## config.mk

```make
export PLATFORM = sky130hd
export DESIGN_NAME = serializer
export DESIGN_NICKNAME = d
export VERILOG_FILES = /design/src/rtl/serializer.sv
export SDC_FILE = /design/constraint.sdc
export NUM_CORES = 1
export LEC_CHECK = 0
export CORE_ASPECT_RATIO = 0.8
export CORE_MARGIN = 2
export CORE_UTILIZATION = 40
export DETAILED_ROUTE_END_ITERATION = 10
export GPL_TIMING_DRIVEN = 0
export PLACE_DENSITY = 0.66
export SLEW_MARGIN = 15
export SYNTH_ARGS = -nofsm -noshare
export SYNTH_HDL_FRONTEND = slang
export SYNTH_SLANG_ARGS = --single-unit
```

## constraint.sdc

```tcl
create_clock -name clk_i -period 1.97 [get_ports clk_i]
set_clock_uncertainty 0.2 [all_clocks]
set_input_delay 0.2955 -clock clk_i [delete_from_list [all_inputs] [get_ports clk_i]]
set_output_delay 0.2955 -clock clk_i [all_outputs]
set_load 0.1 [all_outputs]
```

## src/rtl/serializer.sv

```systemverilog
// Wide-to-narrow serializer: one DataWidth*Ratio word in, Ratio beats of DataWidth out (SERIALIZER_LAST_EN adds last_o).
// Latency: first beat valid one cycle after the word is accepted; back-to-back words need no bubble.
// Backpressure: ready_i=0 freezes the current beat; ready_o follows ready_i combinationally on the final beat.
module serializer #(
  parameter int DataWidth = 8,
  parameter int Ratio     = 4,
  parameter bit LsbFirst  = 1
) (
  input  logic                       clk_i,
  input  logic                       reset_ni,
  input  logic [DataWidth*Ratio-1:0] data_i,
  input  logic                       valid_i,
  output logic                       ready_o,
  output logic                       valid_o,
  output logic [DataWidth-1:0]       data_o,
  input  logic                       ready_i
`ifdef SERIALIZER_LAST_EN
  ,
  output logic                       last_o
`endif
);

  localparam int CntW = (Ratio > 1) ? $clog2(Ratio) : 1;
  localparam logic [CntW-1:0] LastCnt = CntW'(Ratio - 1);

  typedef enum logic {IDLE, SEND} state_t;

  state_t                     state_q, state_d;
  logic [CntW-1:0]            count_q, count_d;
  logic [DataWidth*Ratio-1:0] word_q, word_d;
  logic [CntW-1:0]            idx;

  always_ff @(posedge clk_i or negedge reset_ni) begin
    if (!reset_ni) begin
      state_q <= IDLE;
      count_q <= '0;
      word_q  <= '0;
    end else begin
      state_q <= state_d;
      count_q <= count_d;
      word_q  <= word_d;
    end
  end

  always_comb begin
    state_d = state_q;
    count_d = count_q;
    word_d  = word_q;
    ready_o = 1'b0;
    case (state_q)
      IDLE: begin
        ready_o = 1'b1;
        if (valid_i) begin
          word_d  = data_i;
          count_d = '0;
          state_d = SEND;
        end
      end
      SEND: begin
        if (ready_i) begin
          if (count_q == LastCnt) begin
            // Final beat leaving: accept the next word in the same cycle to avoid a bubble
            ready_o = 1'b1;
            count_d = '0;
            if (valid_i) begin
              word_d = data_i;
            end else begin
              state_d = IDLE;
            end
          end else begin
            count_d = count_q + 1'b1;
          end
        end
      end
      default: state_d = IDLE;
    endcase
  end

  always_comb begin
    if (LsbFirst) idx = count_q;
    else          idx = LastCnt - count_q;
  end

  assign valid_o = (state_q == SEND);
  assign data_o  = word_q[int'(idx)*DataWidth +: DataWidth];

`ifdef SERIALIZER_LAST_EN
  assign last_o = valid_o && (count_q == LastCnt);
`endif

endmodule
```

# Word-level counts from Yosys, hierarchy flattened
# Cells that the tools add are included.
# W data, S select, Z words.
classes:
  add_sub_neg: 1
  n_shift: 1
  n_lt_le_gt_ge: 0
  reduce_logical: 2
  bitwise: 1
  n_mul: 0
  div: 0
  eq_ne: 4
  n_mux: 15
ops:
  columns: ["operator", "count"]
  rows:
  - ["$mux W32", 3]
  - ["$pmux W32 S2", 1]
  - ["$shiftx A32 B6 Y8", 1]
  - ["$mux W2", 3]
  - ["$mux W1", 5]
  - ["$ne A2 B2 Y1 const B", 2]
  - ["$pmux W1 S2", 2]
  - ["$pmux W2 S2", 1]
  - ["$reduce_and A2 Y1", 2]
  - ["$add A2 B1 Y2 const B", 1]
  - ["$eq A2 B2 Y1 const B", 1]
  - ["$ne A2 B1 Y1 const B", 1]
  - ["$not A1 Y1", 1]
word_totals:
  output_inout_bits: 10
  register_bits: 35
  inputBits: 36
  ramBits: 0
  latchBits: 0
  n_memories: 0
  wordCells: 27
  romBits: 0

# Depth between registers and ports, before layout
# Gate-level depths: netlist of run 1.
logic_depth:
  word_depth: 4
  ltp_mapped: 5
  mapped_depth_nobuf: 3

# Worst setup path before layout of run 1
# No wires, ideal clock.
synth_timing:
  kind: "reg2out"
  startpoint: "register state_q, in the netlist valid_o"
  endpoint: "output port ready_o"
  path_slack_ns: -0.373
  t_arrival_ns: 1.847
  required_ns: 1.475
  path_stages_with_launch: 4
  path_buffers: 1
  path_cell_list: "dfrtp_1 -> a21boi_4 -> buf_2 -> inv_2"
synth_via:
  elab_chain_cells: 2
synth_rtl:
  columns: ["element", "line", "source"]
  rows:
  - ["from (decl)", "28", "state_t state_q, state_d;"]
  - ["from (signal assigned)", "39", "state_q <= state_d;"]
  - ["$not A1 Y1", null, null]
  - ["$pmux W1 S2 *", "50", "case (state_q)"]
  - ["to (decl)", "13", "output logic ready_o,"]
# Mark *: on every way between the ends. The rest lies on a longest branch, timed or not.

# Worst setup path after layout of run 1
layout_timing:
  startpoint: "register count_q[0]"
  endpoint: "output port data_o[5]"
layout_via:
  elab_chain_cells: 1
layout_rtl:
  columns: ["element", "line", "source"]
  rows:
  - ["from (decl)", "29", "logic [CntW-1:0] count_q, count_d;"]
  - ["from (signal assigned)", "40", "count_q <= count_d;"]
  - ["$shiftx A32 B6 Y8", "85", "assign data_o = word_q[int'(idx)*DataWidth +: DataWidth];"]
  - ["to (decl)", "15", "output logic [DataWidth-1:0] data_o,"]
# No other way between the ends.

==> results of run 1 <==
==> worst max-delay path, stage by stage, from the launching register on <==
cell and delay (ns):
dfrtp_2 0.43, buf_12 0.14, mux4_2 0.54, buf_12 0.19
==> routing by layer <==
metal,GRT usage (%),up-vias
met5,0,-
met2,31.3,44
li1,-,696
met1,24.1,752
met3,4.52,5
met4,3.69,0
==> kinds of logic (layout without fill, tap and decap cells) <==
logic type / after synthesis / after routing / share of synthesized area [%]
multiplexers: 9 / 9 / 9.50
AND/OR/NAND/NOR: 36 / 36 / 7.44
flip-flops: 35 / 35 / 43.8
adder cells (fa/ha/maj): 1 / 1 / 0.625
buffers and inverters: 49 / 108 / 11.5
AO/OA/AOI/OAI: 35 / 35 / 27.2
==> where the power goes <==
group	total (mW)	switching (mW)	internal (mW)
Sequential	1.31	0.237	1.07
Clock	0.569	0.250	0.319
Combinational	3.41	2.01	1.40
Total	5.29	2.49	2.79
==> state kept, by name, indices dropped and copies added (netlist names) <==
register and cells:
count_q 2, valid_o 1, word_q 32
==> final timing paths <==
kind,from,to
min reg2reg,word_q[15],word_q[15]
max,count_q[0],data_o[5]
min in group asynchronous,reset_ni,valid_o
max reg2reg,count_q[0],word_q[2]
max in group asynchronous,reset_ni,word_q[26]
min,valid_i,valid_o
==> placed cells by master, fill, tap and decap left out, types with 2 or more instances in the layout <==
cell             synthesis  routed
nand2_1                 32      32
mux4_2                   8       8
clkdlybuf4s50_1          0      33
buf_6                    5      12
clkbuf_1                 4       4
dfrtp_1                 35      33
buf_2                    7       6
buf_4                    0       4
buf_12                   0       3
o32ai_1                  2       2
a32o_1                   2       2
clkbuf_8                 0       7
o32ai_2                 30      30
buf_8                    0       2
inv_1                   32      32
==> final cells by class <==
type                       instances  area (um2)  area share [%]
timing repair buffer              51         546            19.8
multi-input combinational         81         898            32.6
tap                               60        75.1            2.72
inverter                          33         124            4.49
buffer                            16         133            4.81
clock buffer                       8         100            3.63
sequential                        35         881            32.0
==> timing repair <==
item | 4_1_cts | 5_1_grt
setup endpoints to repair | 10 | 9
buffers inserted | 1 | 3
resized for setup | 73 | 6
pin swaps | 1 | 0
endpoints found under the hold margin | 35 | 0
cloned | 0 | 1
hold buffers | 1 | 0
==> results.md, run 1 <==
- Area growth from synthesis to layout: 37.7%
- Violations in the final reports: setup timing
- Number of antenna violations at the first check in global routing: 0
- Minimum period implied by the final worst setup slack: 2.08 ns
- Areal power density over the cells: 1920 nW/um2
- Seq cells post-synth: 35
- Most common cell in the netlist: dfrtp_1
- Number of buffers inserted by port buffering: 44
- Row Count: 22
- CTS sink count: 35
- Dpl cells: 270
- Max H-tree Level: 2
- Max cap viols: 0
- Die Ht: 67.3 um
- Post-Route Hold Slack: 0.0532 ns
- Crit end category: output pin
- Post-place instance area: 2540 um2
- GRT Resource Usage Total: 18.3%
- TritonCTS Buffers: 5
- Crit start category: register
- Synthesized Nets: 202
- Final weighted congestion in routability-driven placement: 0.712
- Most frequent cells after synthesis: dfrtp_1, inv_1, nand2_1, o32ai_2, mux4_2
- Count of boundary I/O pins: 46
- Final-report setup violation count: 9
- Final ANT Viol Nets: 0
- Share of final-layout standard cells stronger than drive strength 1: 36.2%
- Final Non-Filler Cells: 284
- Iteration-0 DRC count of the detailed router: 91
- Pre-CTS setup slack: -0.985 ns
- Grt ovf: 0
- Number of flops mapped to enable cells by yosys: 0
- Min-delay worst type: in -> reg
- Number of stages on the worst hold path: 2
- Via count of the first global-routing pass: 1,614
- Summed area of non-filler cells in the final layout: 2760 um2
- Post-synth top area cell: dfrtp_1
- Sum of routed wire segments on met1: 2.18 mm
- Slew at the pin closest to its max-slew limit: 0.540 ns
- Highest metal layer with signal wires: met4
- Post-route core utilization: 58.6%
- Path type of the worst setup path: reg -> out
- Horizontal extent of the die: 83.1 um
- Post-route DRC: 0
- Maximum number of pins on one net before global-route repair: 28
- Most used flip-flop cell after synthesis: dfrtp_1
- Post-synth cell types: 18
- Post-DR vias/cell: 5.27
- Leakage power: 1.23 nW
- Area of the mapped netlist: 2000 um2
- Worst Path Arrival: 1.59 ns
- TNS Setup: -0.842 ns
- Floorplan core area: 4710 um2
- Aggregate routed wire length: 4.88 mm
- Final critical-path setup slack: -0.111 ns
- Met2 wire length: 2.38 mm
- First drt pass iteration count: 4
- Number of cells traversed by the worst register-to-register path: 5
- Final cycle utilization of the critical path: 106%
- Synth async-reset ratio: 100%
- Maximum number of buffers from clock root to sink: 2
- Effective utilization at floorplan: 42.5%
- Result of the run: complete, but fails checks
- FILL cells: 380
- Insertion delay to the later sink of the worst-skew pair: 0.28 ns
- Area share of the largest cell type after synthesis: 43.8%
- Clock-pin slew of the registers on the worst-case setup and hold paths: 0.07 ns
- Worst IR Drop VDD: 0.00164 V
- RSZ-0062 raised after global routing: yes
- Sequential share of the synthesized area: 43.8%
- Largest fanout of any net on the critical path: 5
- Final antenna diode count: 0
- Detailed-placement wirelength estimate: 3.49 mm
- Design Power: 5.29 mW
- Count of synthesis-stage warnings from yosys: 0
- Die Area: 5590 um2
- Post-synthesis average cell area: 12.1 um2
- Pins Over Slew Limit: 0
- Total number of vias: 1,497
- Cell count after synthesis: 165
- Nets: 260
- Worst reg2reg setup slack: 0.16 ns
- Routed wirelength normalized by instance count: 17.2 um
- Main area contributors after synthesis: dfrtp_1, o32ai_2, mux4_2
- Final hold violations: 0
- Required time of the worst setup path: 1.47 ns
- Global-route wire length before repair: 7.82 mm
- CTS root buffer: clkbuf_8
- Max Freq: 481 MHz
- Slew Limit Headroom: 64.1%
- TritonCTS clock tree: built
- Sum of met3 wire segment lengths after detailed routing: 291 um
No activity file was read; power rests on OpenSTA's default activity.
==> run 2: changes to the inputs <==
--- a/config.mk
+++ b/config.mk
@@ -5,9 +5,11 @@
 export SDC_FILE = /design/constraint.sdc
 export NUM_CORES = 1
 export LEC_CHECK = 0
+export CAP_MARGIN = 40
 export CORE_ASPECT_RATIO = 0.8
 export CORE_MARGIN = 2
 export CORE_UTILIZATION = 40
+export CTS_BUF_LIST = sky130_fd_sc_hd__clkbuf_8 sky130_fd_sc_hd__clkbuf_16
 export DETAILED_ROUTE_END_ITERATION = 10
 export GPL_TIMING_DRIVEN = 0
 export PLACE_DENSITY = 0.66
==> results.md, run 2 (same netlist as run 1, synthesis figures left out) <==
- Routed wirelength normalized by instance count: 16.7 um (-2.6%)
- Reg-to-Reg End: word_q[11]
- Count of boundary I/O pins: 46 (unchanged)
- Horizontal extent of the die: 83.1 um (unchanged)
- Summed area of non-filler cells in the final layout: 2890 um2 (+4.9%)
- Post-place instance area: 2690 um2 (+5.9%)
- Max cap viols: 0 (unchanged)
- Dpl cells: 280 (+3.7%)
- Clock-pin slew of the registers on the worst-case setup and hold paths: 0.07 ns (about the same)
- Iteration-0 DRC count of the detailed router: 95 (+4.4%)
- Worst hold start: valid_i
- Number of cells traversed by the worst register-to-register path: 8 (+3)
- Number of buffers inserted by port buffering: 44 (unchanged)
- Path type of the worst setup path: reg -> out
- Top library cells by usage in the layout, fill and taps aside: dfrtp_1, inv_1, clkdlybuf4s50_1
- Crit Reg-Reg Startpoint: count_q[0]
- Leading cell type in the layout, fill and taps excluded: dfrtp_1
- Insertion delay to the later sink of the worst-skew pair: 0.29 ns (about the same)
- Required time of the worst setup path: 1.47 ns (about the same)
- Fraction of power spent switching nets: 45.4% (-1.8 points)
- Sum of routed wire segments on met1: 2.21 mm (+1.3%)
- Post-DR vias/cell: 5.14 (-2.5%)
- Highest metal layer with signal wires: met4
- TritonCTS clock tree: built
- FILL cells: 361 (-5.0%)
- Final weighted congestion in routability-driven placement: 0.712 (unchanged)
- Aggregate routed wire length: 4.85 mm (-0.51%)
- Row Count: 22 (unchanged)
- Die Area: 5590 um2 (unchanged)
- Die Ht: 67.3 um (unchanged)
- Final antenna diode count: 0 (unchanged)
- Number of stages on the worst hold path: 2 (unchanged)
- Via count of the first global-routing pass: 1,664 (+3.1%)
- Switching component of the power: 2.56 mW (+2.7%)
- Nets: 266 (+2.3%)
- Number of antenna violations at the first check in global routing: 0 (unchanged)
- Share of final-layout standard cells stronger than drive strength 1: 37.0% (+0.80 points)
- Flip-flop count of the largest register after layout: 32 (unchanged)
- Final cycle utilization of the critical path: 110% (+4.3 points)
- Worst IR Drop VDD: 0.00130 V (-20%)
- Total number of vias: 1,491 (-0.40%)
- Floorplan core area: 4710 um2 (unchanged)
- Part of the total power dissipated in combinational logic: 66.8% (+2.3 points)
- Relative contribution of sequential cells to total power: 23.1% (-1.7 points)
- Crit start category: register
- Effective utilization at floorplan: 42.5% (unchanged)
- Pins Over Slew Limit: 0 (unchanged)
- GRT Resource Usage Total: 19.1% (+0.85 points)
- Crit end category: output pin
- Post-route DRC: 0 (unchanged)
- Design Power: 5.64 mW (+6.7%)
- Max H-tree Level: 2 (unchanged)
- Final critical-path setup slack: -0.196 ns (-0.0851 ns)
- Worst reg2reg setup slack: 0.02 ns (-0.14 ns)
- Final-report setup violation count: 9 (unchanged)
- Final Non-Filler Cells: 290 (+2.1%)
- CTS sink count: 35 (unchanged)
- Detailed-placement wirelength estimate: 3.50 mm (+0.48%)
- Maximum number of buffers from clock root to sink: 2 (unchanged)
- Register ranked first by flip-flop count: word_q
- Met2 wire length: 2.38 mm (about the same)
- Areal power density over the cells: 1950 nW/um2 (+1.8%)
- Cell-internal power: 3.08 mW (+10%)
- Largest fanout of any net on the critical path: 3 (-2)
- Final hold violations: 0 (unchanged)
- Grt ovf: 0 (unchanged)
- End point of the most critical hold path: valid_o
- Share of power burned in the clock network: 10.1% (-0.7 points)
- Sum of met3 wire segment lengths after detailed routing: 222 um (-24%)
- Worst Path Arrival: 1.67 ns (+0.08 ns)
- CTS root buffer: clkbuf_8
- TritonCTS Buffers: 5 (unchanged)
- Violations in the final reports: setup timing
- Final ANT Viol Nets: 0 (unchanged)
- Pre-CTS setup slack: -0.653 ns (+0.332 ns)
- First drt pass iteration count: 4 (unchanged)
- Slew at the pin closest to its max-slew limit: 0.447 ns (-0.0931 ns)
- Global-route wire length before repair: 8.13 mm (+3.9%)
- Minimum period implied by the final worst setup slack: 2.17 ns (+0.0851 ns)
- Leakage power: 1.29 nW (+5.2%)
- RSZ-0062 raised after global routing: yes
- Slew Limit Headroom: 70.2% (+6.0 points)
- Max Freq: 462 MHz (-3.9%)
- Area growth from synthesis to layout: 44.4%
- Min-delay worst type: in -> reg
- Maximum number of pins on one net before global-route repair: 28 (unchanged)
- Result of the run: complete, but fails checks
==> run 2: cell count changes in the layout (fill, tap and decap cells not counted), moves of 2 or more <==
cell,change
buf_6,-7
buf_8,+4
clkbuf_4,+2
buf_12,+7
buf_4,+3
==> run 2: worst max path at each step <==
stage	startpoint	to	slack, ns
6_report	count_q[0]	data_o[1]	-0.20
5_1_grt	count_q[0]	data_o[1]	-0.24
4_1_cts	count_q[0]	data_o[1]	-0.26
3_5_place_dp	ready_i	ready_o	-0.65
3_3_place_gp	ready_i	ready_o	-0.94
2_1_floorplan	valid_o	ready_o	0.05
==> run 2: per-layer routing <==
layer,global-route usage (%),vias to the layer above
met3,4.40,7
li1,-,706
met4,5.53,0
met5,0,-
met2,33.0,40
met1,24.6,738
==> run 2: power by group through the flow <==
stage                     Sequential, mW  Clock, mW  Combinational, mW
after floorplan                     1.23          0               2.52
after global placement              1.27          0               3.07
after detailed placement            1.30          0               3.66
after CTS                           1.29      0.576               3.80
after global routing                1.33      0.610               3.93
final                               1.30      0.569               3.77
==> run 2: worst max-delay path, stage by stage (launching register included) <==
cell and delay, ns:
dfrtp_1 0.40, buf_6 0.14, buf_6 0.11, mux4_2 0.54, buf_12 0.19
==> run 2: timing repair <==
item	in CTS	in global routing
pin swaps	1	1
setup endpoints to repair	9	10
endpoints found under the hold margin	35	0
cloned	1	0
gates resized for setup	19	10
hold buffers	1	0
buffers inserted	7	5
==> run 2: layout make-up <==
type                    instances  area, um2  share of cell area [%]
multi-input cells              81        908                    31.4
repair buffers                 58        674                    23.3
clock buffers                   7       96.3                    3.33
well taps                      60       75.1                    2.60
inverters                      33        124                    4.29
plain buffers                  15        129                    4.46
flip-flops and latches         35        880                    30.4
clock inverters                 1       3.75                   0.130
==> run 2: metrics by stage <==
step	hold WS (ns)	setup TNS [ns]	util, %
after floorplan	-0.200	0	-
after global placement	0.330	-19.25	53.6
after global routing	0.0489	-2.08	61.4
final	0.0474	-1.20	61.4
after detailed placement	-0.0221	-3.80	57.1
after CTS	0.0368	-1.61	60.8
==> run 3: changes to the inputs <==
--- a/config.mk
+++ b/config.mk
@@ -6,13 +6,14 @@
 export NUM_CORES = 1
 export LEC_CHECK = 0
 export CAP_MARGIN = 40
-export CORE_ASPECT_RATIO = 0.8
+export CORE_ASPECT_RATIO = 1.2
 export CORE_MARGIN = 2
 export CORE_UTILIZATION = 40
 export CTS_BUF_LIST = sky130_fd_sc_hd__clkbuf_8 sky130_fd_sc_hd__clkbuf_16
 export DETAILED_ROUTE_END_ITERATION = 10
 export GPL_TIMING_DRIVEN = 0
-export PLACE_DENSITY = 0.66
+export PLACE_DENSITY = 0.64
+export RECOVER_POWER = 100
 export SLEW_MARGIN = 15
 export SYNTH_ARGS = -nofsm -noshare
 export SYNTH_HDL_FRONTEND = slang
==> results.md, run 3 (same netlist as run 1, synthesis figures left out) <==
- Result of the run: complete, but fails checks
- Violations in the final reports: setup timing
- Row Count: 28 (+27%)
- Die Area: 5590 um2 (about the same)
- Final antenna diode count: 0 (unchanged)
- Post-Route Hold Slack: 0.0610 ns (+0.0136 ns)
- Crit end category: output pin
- Final critical-path setup slack: -0.152 ns (+0.0440 ns)
- Largest fanout of any net on the critical path: 5 (+2)
- Min-delay worst type: in -> reg
- Via count of the first global-routing pass: 1,598 (-4.0%)
- Final hold violations: 0 (unchanged)
- Grt ovf: 0 (unchanged)
- Final cycle utilization of the critical path: 108% (-2.2 points)
- Slew Limit Headroom: 41.5% (-29 points)
- Highest metal layer with signal wires: met4
- Top library cells by usage in the layout, fill and taps aside: dfrtp_1, inv_1, nand2_1, clkdlybuf4s50_1, o32ai_2
- Die Ht: 81.5 um (+21%)
- Final weighted congestion in routability-driven placement: 0.773 (+8.6%)
- Number of antenna violations at the first check in global routing: 0 (unchanged)
- Buffer and inverter count on the worst path: 3 (unchanged)
- Crit start category: register
- Share of final-layout standard cells stronger than drive strength 1: 34.5% (-2.4 points)
- CTS root buffer: clkbuf_8
- GRT Resource Usage Total: 19.2% (+0.050 points)
- Detailed-placement wirelength estimate: 3.36 mm (-4.2%)
- Max Freq: 471 MHz (+2.1%)
- Design Power: 5.38 mW (-4.7%)
- Effective utilization at floorplan: 41.1% (-1.4 points)
- Register ranked first by flip-flop count: word_q
- Number of buffers inserted by port buffering: 44 (unchanged)
- Routed wirelength normalized by instance count: 16.3 um (-2.8%)
- Post-route core utilization: 56.3% (-5.1 points)
- Post-route DRC: 0 (unchanged)
- Maximum number of buffers from clock root to sink: 2 (unchanged)
- TritonCTS clock tree: built
- Area growth from synthesis to layout: 37.1%
- Final-report setup violation count: 8 (-1)
- Sum of met3 wire segment lengths after detailed routing: 205 um (-7.7%)
- Iteration-0 DRC count of the detailed router: 66 (-31%)
- CTS sink count: 35 (unchanged)
- Final ANT Viol Nets: 0 (unchanged)
- Pre-CTS setup slack: -0.685 ns (-0.0319 ns)
- Clock-pin slew of the registers on the worst-case setup and hold paths: 0.06 ns (about the same)
- Worst reg2reg setup slack: 0.06 ns (+0.04 ns)
- Cell-by-cell listing of the critical path: buf_6 > buf_8 > mux4_2 > buf_12
- Flip-flop count of the largest register after layout: 32 (unchanged)
- Slowest stage cell on the critical path: mux4_2
- Insertion delay to the later sink of the worst-skew pair: 0.28 ns (about the same)
- Max cap viols: 0 (unchanged)
- Final Non-Filler Cells: 283 (-2.4%)
- First drt pass iteration count: 4 (unchanged)
- Horizontal extent of the die: 68.6 um (-17%)
- Leakage power: 1.22 nW (-5.3%)
- Worst IR Drop VDD: 0.00133 V (+2.5%)
- Crit-path leading delay family: multiplexers
- Global-route wire length before repair: 7.75 mm (-4.7%)
- Nets: 260 (-2.3%)
- Slowest cell delay on critical path: 0.54 ns (about the same)
- Worst Path Arrival: 1.63 ns (-0.04 ns)
- Met2 wire length: 2.43 mm (+2.0%)
- Aggregate routed wire length: 4.60 mm (-5.1%)
- Required time of the worst setup path: 1.47 ns (about the same)
- Summed area of non-filler cells in the final layout: 2740 um2 (-5.1%)
- Floorplan core area: 4870 um2 (+3.5%)
- TritonCTS Buffers: 5 (unchanged)
- Maximum number of pins on one net before global-route repair: 36 (+29%)
- Post-place instance area: 2690 um2 (unchanged)
- Count of boundary I/O pins: 46 (unchanged)
- Path type of the worst setup path: reg -> out
- Slew at the pin closest to its max-slew limit: 0.877 ns (+0.430 ns)
- Leading cell type in the layout, fill and taps excluded: dfrtp_1
- Minimum period implied by the final worst setup slack: 2.12 ns (-0.0440 ns)
- Post-DR vias/cell: 5.19 (+0.96%)
- Pins Over Slew Limit: 0 (unchanged)
- Total number of vias: 1,469 (-1.5%)
- RSZ-0062 raised after global routing: yes
- Dpl cells: 280 (unchanged)
- Max H-tree Level: 2 (unchanged)
- Sum of routed wire segments on met1: 1.82 mm (-18%)
- TNS Setup: -1.12 ns (+0.0823 ns)
- Areal power density over the cells: 1960 nW/um2 (+0.44%)
==> run 3: changes by cell type in the layout (fill, tap and decap cells not counted), sizes merged <==
cell / before / now
buf: 33 / 22
clkbuf: 12 / 16
clkdlybuf4s50: 33 / 32
clkinv: 0 / 1
dlygate4sd3: 1 / 2
inv: 34 / 33
==> run 3: path summary, 6_finish.rpt <==
path | from | endpoint | cells past startpoint
max in group asynchronous | reset_ni | valid_o | 3
min reg2reg | word_q[15] | word_q[15] | 2
max reg2reg | count_q[0] | word_q[1] | 6
max | count_q[0] | data_o[7] | 4
min in group asynchronous | reset_ni | word_q[1] | 3
min | valid_i | valid_o | 2
==> run 3: layout make-up <==
| cell class | count | area [um2] |
|---|---|---|
| buffer | 14 | 86.3 |
| multi-input combinational | 81 | 903 |
| fill | 415 | 2130 |
| clock inverter | 1 | 5.00 |
| timing repair buffer | 53 | 588 |
| tap | 60 | 75.1 |
| inverter | 33 | 124 |
| sequential | 35 | 880 |
| clock buffer | 6 | 82.6 |
==> run 3: worst register-to-register path, cell delays in order, from the launching register on <==
cell      delay (ns)
dfrtp_1         0.39
buf_4           0.15
ha_4            0.17
a21boi_4        0.20
clkbuf_4        0.23
clkbuf_2        0.31
o32ai_2         0.13
==> run 3: report_power, final <==
| part | leakage, nW | switching, mW | internal [mW] |
|---|---|---|---|
| clock network | 0.0470 | 0.250 | 0.274 |
| registers | 0.425 | 0.210 | 1.07 |
| logic | 0.752 | 2.04 | 1.54 |
| total | 1.22 | 2.50 | 2.88 |
==> run 3: repair_timing <==
action,in CTS,in global routing
hold buffers,1,0
gates resized for setup,17,4
pin swaps,1,1
gates cloned,1,0
hold endpoints to repair,35,0
setup endpoints to repair,9,10
buffers inserted,6,0
==> run 3: layer usage <==
layer	track usage [%]	vias up
li1	-	698
met1	22.8	716
met2	32.0	44
met3	4.38	11
met4	9.40	0
met5	0	-
